$ cat config.mk
export PLATFORM = sky130hd
export DESIGN_NAME = clock_set_ctrl
export DESIGN_NICKNAME = d
export VERILOG_FILES = /design/src/rtl/clock_set_ctrl.sv
export SDC_FILE = /design/constraint.sdc
export NUM_CORES = 1
export LEC_CHECK = 0
export ABC_AREA = 1
export CAP_MARGIN = 30
export CELL_PAD_IN_SITES_DETAIL_PLACEMENT = 0
export CELL_PAD_IN_SITES_GLOBAL_PLACEMENT = 1
export CORE_UTILIZATION = 38
export DETAILED_ROUTE_END_ITERATION = 6
export PLACE_DENSITY_LB_ADDON = 0.1
export SYNTH_ARGS = -nofsm -noshare
export SYNTH_HDL_FRONTEND = slang
export SYNTH_HIERARCHICAL = 1
export SYNTH_SLANG_ARGS = --single-unit
$ cat constraint.sdc
create_clock -name CLK -period 3.43 [get_ports CLK]
set_input_delay 0.686 -clock CLK [delete_from_list [all_inputs] [get_ports CLK]]
set_output_delay 0.686 -clock CLK [all_outputs]
set_load 0.03 [all_outputs]
$ cat src/rtl/clock_set_ctrl.sv
// Mode/set-sequence controller for a cascaded 60/60/24 clock: button debounce,
// RUN/SET state machine, per-stage set selects, 1 Hz tick and set-mode blink.

module clock_set_ctrl_deb #(
    parameter int DEB_CYCLES = 500000
) (
    input  logic CLK,
    input  logic RESET_N,
    input  logic raw,
    output logic rise
);
    localparam int CW = $clog2(DEB_CYCLES);
    localparam logic [CW-1:0] CNT_LAST = CW'(DEB_CYCLES - 1);

    logic          sync1, sync2, level, level_q;
    logic [CW-1:0] cnt;

    always_ff @(posedge CLK) begin
        if (!RESET_N) begin
            sync1   <= 1'b0;
            sync2   <= 1'b0;
            level   <= 1'b0;
            level_q <= 1'b0;
            rise    <= 1'b0;
            cnt     <= '0;
        end else begin
            sync1   <= raw;
            sync2   <= sync1;
            level_q <= level;
            rise    <= level & ~level_q;
            // level only flips after DEB_CYCLES consecutive disagreeing samples
            if (sync2 == level) begin
                cnt <= '0;
            end else if (cnt == CNT_LAST) begin
                level <= sync2;
                cnt   <= '0;
            end else begin
                cnt <= cnt + 1'b1;
            end
        end
    end
endmodule

module clock_set_ctrl #(
    parameter int TICK_DIV   = 50000000,
    parameter int DEB_CYCLES = 500000,
    parameter int BLINK_DIV  = 12500000
) (
    input  logic       CLK,
    input  logic       RESET_N,
    input  logic       BTN_MODE,
    input  logic       BTN_INC,
    output logic       ENABLE,
    output logic [1:0] SEL_SEC,
    output logic [1:0] SEL_MIN,
    output logic [1:0] SEL_HOUR,
    output logic       INC_MODE,
    output logic [1:0] MODE_STATE,
    output logic       BLINK
);
    localparam int NUM_BTN = 2;
    localparam int TW = $clog2(TICK_DIV);
    localparam int BW = $clog2(BLINK_DIV + 1);
    localparam logic [TW-1:0] TICK_LAST  = TW'(TICK_DIV - 1);
    localparam logic [BW-1:0] BLINK_LAST = BW'(BLINK_DIV - 1);

    typedef enum logic [1:0] {RUN, SET_HOUR, SET_MIN, SET_SEC} state_t;

    state_t               state, state_nxt;
    logic [TW-1:0]        presc;
    logic [BW-1:0]        bcnt;
    logic                 phase;
    logic [NUM_BTN-1:0]   btn, btn_rise;
    logic                 mode_rise, inc_rise;

    assign btn       = {BTN_INC, BTN_MODE};
    assign mode_rise = btn_rise[0];
    assign inc_rise  = btn_rise[1];
    assign state_nxt = state_t'(state + 2'd1);
    assign MODE_STATE = state;

    clock_set_ctrl_deb #(.DEB_CYCLES(DEB_CYCLES)) u_deb [NUM_BTN-1:0] (
        .CLK     (CLK),
        .RESET_N (RESET_N),
        .raw     (btn),
        .rise    (btn_rise)
    );

    // {SEL_HOUR, SEL_MIN, SEL_SEC}
    function automatic logic [5:0] sel_enc(state_t s);
        case (s)
            RUN:      sel_enc = 6'b01_01_01;
            SET_HOUR: sel_enc = 6'b10_00_00;
            SET_MIN:  sel_enc = 6'b00_10_00;
            default:  sel_enc = 6'b00_00_10;
        endcase
    endfunction

    always_ff @(posedge CLK) begin
        if (!RESET_N) begin
            state                       <= RUN;
            {SEL_HOUR, SEL_MIN, SEL_SEC} <= 6'b01_01_01;
            ENABLE                      <= 1'b0;
            INC_MODE                    <= 1'b0;
            BLINK                       <= 1'b0;
            presc                       <= '0;
            bcnt                        <= '0;
            phase                       <= 1'b0;
        end else if (mode_rise) begin
            // MODE wins over a coincident INC; timers restart in the new state
            state                       <= state_nxt;
            {SEL_HOUR, SEL_MIN, SEL_SEC} <= sel_enc(state_nxt);
            ENABLE                      <= 1'b0;
            INC_MODE                    <= 1'b0;
            BLINK                       <= 1'b0;
            presc                       <= '0;
            bcnt                        <= '0;
            phase                       <= 1'b0;
        end else if (state == RUN) begin
            INC_MODE <= 1'b0;
            BLINK    <= 1'b0;
            if (presc == TICK_LAST) begin
                presc  <= '0;
                ENABLE <= 1'b1;
            end else begin
                presc  <= presc + 1'b1;
                ENABLE <= 1'b0;
            end
        end else begin
            ENABLE   <= 1'b0;
            INC_MODE <= inc_rise;
            // an increment forces the field visible for its pulse cycle
            if (bcnt == BLINK_LAST) begin
                bcnt  <= '0;
                phase <= ~phase;
                BLINK <= inc_rise | ~phase;
            end else begin
                bcnt  <= bcnt + 1'b1;
                BLINK <= inc_rise | phase;
            end
        end
    end
endmodule

==> qor.csv <==
metric,value,unit
status,finished clean,
io_pins,15,
antenna_found_initial,0,
synthAdderAreaFrac,2.14,%
postRouteWirelength,12600,um
dp.final_hpwl,9460,um
yosysWarnings,6,
track_usage,17.2,%
synth_cells,856,
rsz0062_at_grt,no,
clock_skew,0.00519,ns
wl_met2,5920,um
drtIter0Drc,266,
final_common_cell,nand2_1,
yosys.area_share.simple,43.1,%
internal_power,0.00186,W
synth_seq_cells,108,
max_stage_delay,0.71,ns
ant_nets,0,
slew_headroom,71.3,%
crit_slowest_cell,clkdlybuf4s50_1,
fin_nets,887,
syn-num-nets,870,
synth.cell_area,5840,um2
synth.area.mux_share,0,%
setup_slack,1.26,ns
die-area,15900,um2
cts_made_buffers,9,
fillers,1560,
die_w,126,um
ctsHtreeMaxLevel,3,
cts_hold_buf,0,
area_delta_synth_final,9.99,%
start_util,39.6,%
insertion_delay,0.36,ns
routabilityCongestion,0.801,
swShare,22.0,%
start_kind,flop,
maxCapViolCount,0,
finish.utilization,43.5,%
hold_path.class,reg2reg,
synth_top_area_cell,dfxtp_1,
drive_gt1_share,11.8,%
power_switching,0.000525,W
grt_pass1_vias,4800,
total_power,0.00238,W
gr-total-overflow,0,
post_layout_nonfiller_instances,1062,
grt_start_max_net_pins,20,
critical_path.cell_chain,clkdlybuf4s50_1,
cts_tree,built,
cts_resized,0,
rows,44,
cts.sink_count,108,
finalHoldViolCount,0,
cpLargestDelayFamily,buffers and inverters,
critPathMaxFanout,4,
dr.max_layer_used,met4,
setup_violations,0,
wl_per_cell,11.9,um
powerDensity,371,nW/um2
viasPerCell,4.73,
period_minus_slack,2.17,ns
synth_area_leaders,"dfxtp_1, nand2_1, nor2_1",
cp.required,2.74,ns
met3_length,467,um
seqPwrFrac,53.0,%
drc_errors,0,
core_area,14800,um2
synth.top_cell.area_share,37.0,%
antennaDiodeCount,0,
firstDrtPassIters,6,
cts-root-buf,clkbuf_16,
crit_type,reg2out,
end_kind,output pin,
vdd_drop_max,0.232,mV
p_clk_share,45.1,%
cts_max_path_buffers,2,
syn_area_per_cell,6.82,um2
cp_data_arrival_time,1.49,ns
fin_setup_tns,0,ns
fmax,460,MHz
dp.cells,1046,
synth_seq_area_share,37.0,%
synth_cell_type_count,34,
portBuffers,14,
tightest_slew,0.430,ns
synth_compound_gate_area_share,4.33,%
dp_slack,1.00,ns
cp.buffers_inverters,1,
vias,5020,
clkTransAtPathRegs,0.07,ns
synth_xor_area_share,4.80,%
final_cell_mix,"nand2_1, nor2_1, dfxtp_1",
p_comb_share,1.9,%
postCtsSetupRepairBufs,0,
p_leak,2.36,nW
finalCritPeriodShare,63.4,%
grt_pass1_wl,22100,um
die_height,126,um
synth_top_family_by_area,simple AND/OR/NAND/NOR gates,
slew_viol_final,0,
met1_length,6150,um
[metrics by stage]
| stage | cell area, um2 | hold slack (ns) |
|---|---|---|
| finish | 6420 | 0.388 |
| global route | 6420 | 0.400 |
| floorplan | 5840 | 0.368 |
| CTS | 6420 | 0.391 |
| global placement | 6120 | 0.374 |
| detailed placement | 6120 | 0.376 |
[worst paths after layout]
| kind | depth (start not counted) | to | startpoint | slack, ns |
|---|---|---|---|---|
| worst min-delay path | 1 | u_deb[1]/rise$_SDFF_PN0_ | u_deb[1]/level_q$_SDFF_PN0_ | 0.39 |
| worst max-delay path | 1 | MODE_STATE[1] | MODE_STATE[1]$_SDFFE_PN0P_ | 1.26 |
| worst min register to register | 1 | u_deb[1]/rise$_SDFF_PN0_ | u_deb[1]/level_q$_SDFF_PN0_ | 0.39 |
| worst max register to register | 9 | bcnt[17]$_SDFFE_PP0P_ | MODE_STATE[1]$_SDFFE_PN0P_ | 1.42 |
[logic make-up (layout without fill, tap and decap cells)]
logic type | count (synthesis) | count (layout)
buffers and inverters | 115 | 137
AO/OA/AOI/OAI | 44 | 44
adder cells (fa/ha/maj) | 10 | 10
flip-flops | 108 | 108
AND/OR/NAND/NOR | 547 | 547
XOR/XNOR | 32 | 32
[power groups by stage]
stage / combinational (W) / sequential, W / clock, W
4_1_cts: 0.0000459 / 0.00126 / 0.00112
2_1_floorplan: 0.0000374 / 0.00129 / 0
5_1_grt: 0.0000504 / 0.00126 / 0.00117
6_report: 0.0000445 / 0.00126 / 0.00107
3_5_place_dp: 0.0000463 / 0.00129 / 0
3_3_place_gp: 0.0000451 / 0.00129 / 0
[flip-flops by register name, indices dropped and copies added (netlist names), 2 cells and up]
| register | flops |
|---|---|
| u_deb/sync2 | 2 |
| MODE_STATE | 2 |
| u_deb/level | 2 |
| bcnt | 24 |
| presc | 26 |
| u_deb/rise | 2 |
| u_deb/cnt | 38 |
| SEL_SEC | 2 |
| u_deb/level_q | 2 |
| u_deb/sync1 | 2 |
[synthesized netlist by cell type]
master / instances
xor2_1: 25
nand3_4: 1
xnor2_1: 7
o21ai_0: 10
a21oi_1: 22
inv_1: 100
nor2_2: 41
nor3_1: 12
buf_2: 3
clkbuf_1: 1
and2_1: 1
buf_6: 1
nand2_2: 9
nor3b_1: 4
inv_2: 4
o22ai_1: 1
a31oi_1: 3
nand4_1: 13
nand3_2: 3
nand3_1: 70
a21oi_2: 6
o21bai_1: 2
buf_4: 3
nand3b_1: 2
and3_1: 2
nor2_4: 11
dfxtp_1: 108
ha_1: 10
nand2_1: 204
or2_2: 4
nand2_4: 5
nor2_1: 164
buf_12: 3
nor3_2: 1
[area by class of cell]
| class | count | area (um2) | share of cell area, % |
|---|---|---|---|
| multi-input combinational | 633 | 3170 | 49.4 |
| sequential | 108 | 2160 | 33.7 |
| inverter | 104 | 390 | 6.08 |
| clock buffer | 10 | 239 | 3.72 |
| tap | 184 | 230 | 3.59 |
| timing repair buffer | 17 | 163 | 2.53 |
| clock inverter | 6 | 63.8 | 0.994 |
[layer usage]
metal | vias to the layer above | track usage (%)
li1 | 2703 | -
met1 | 2238 | 21.7
met2 | 73 | 29.2
met3 | 6 | 4.42
met4 | 0 | 4.25
met5 | - | 0
Power figures use the tool's default switching activity.
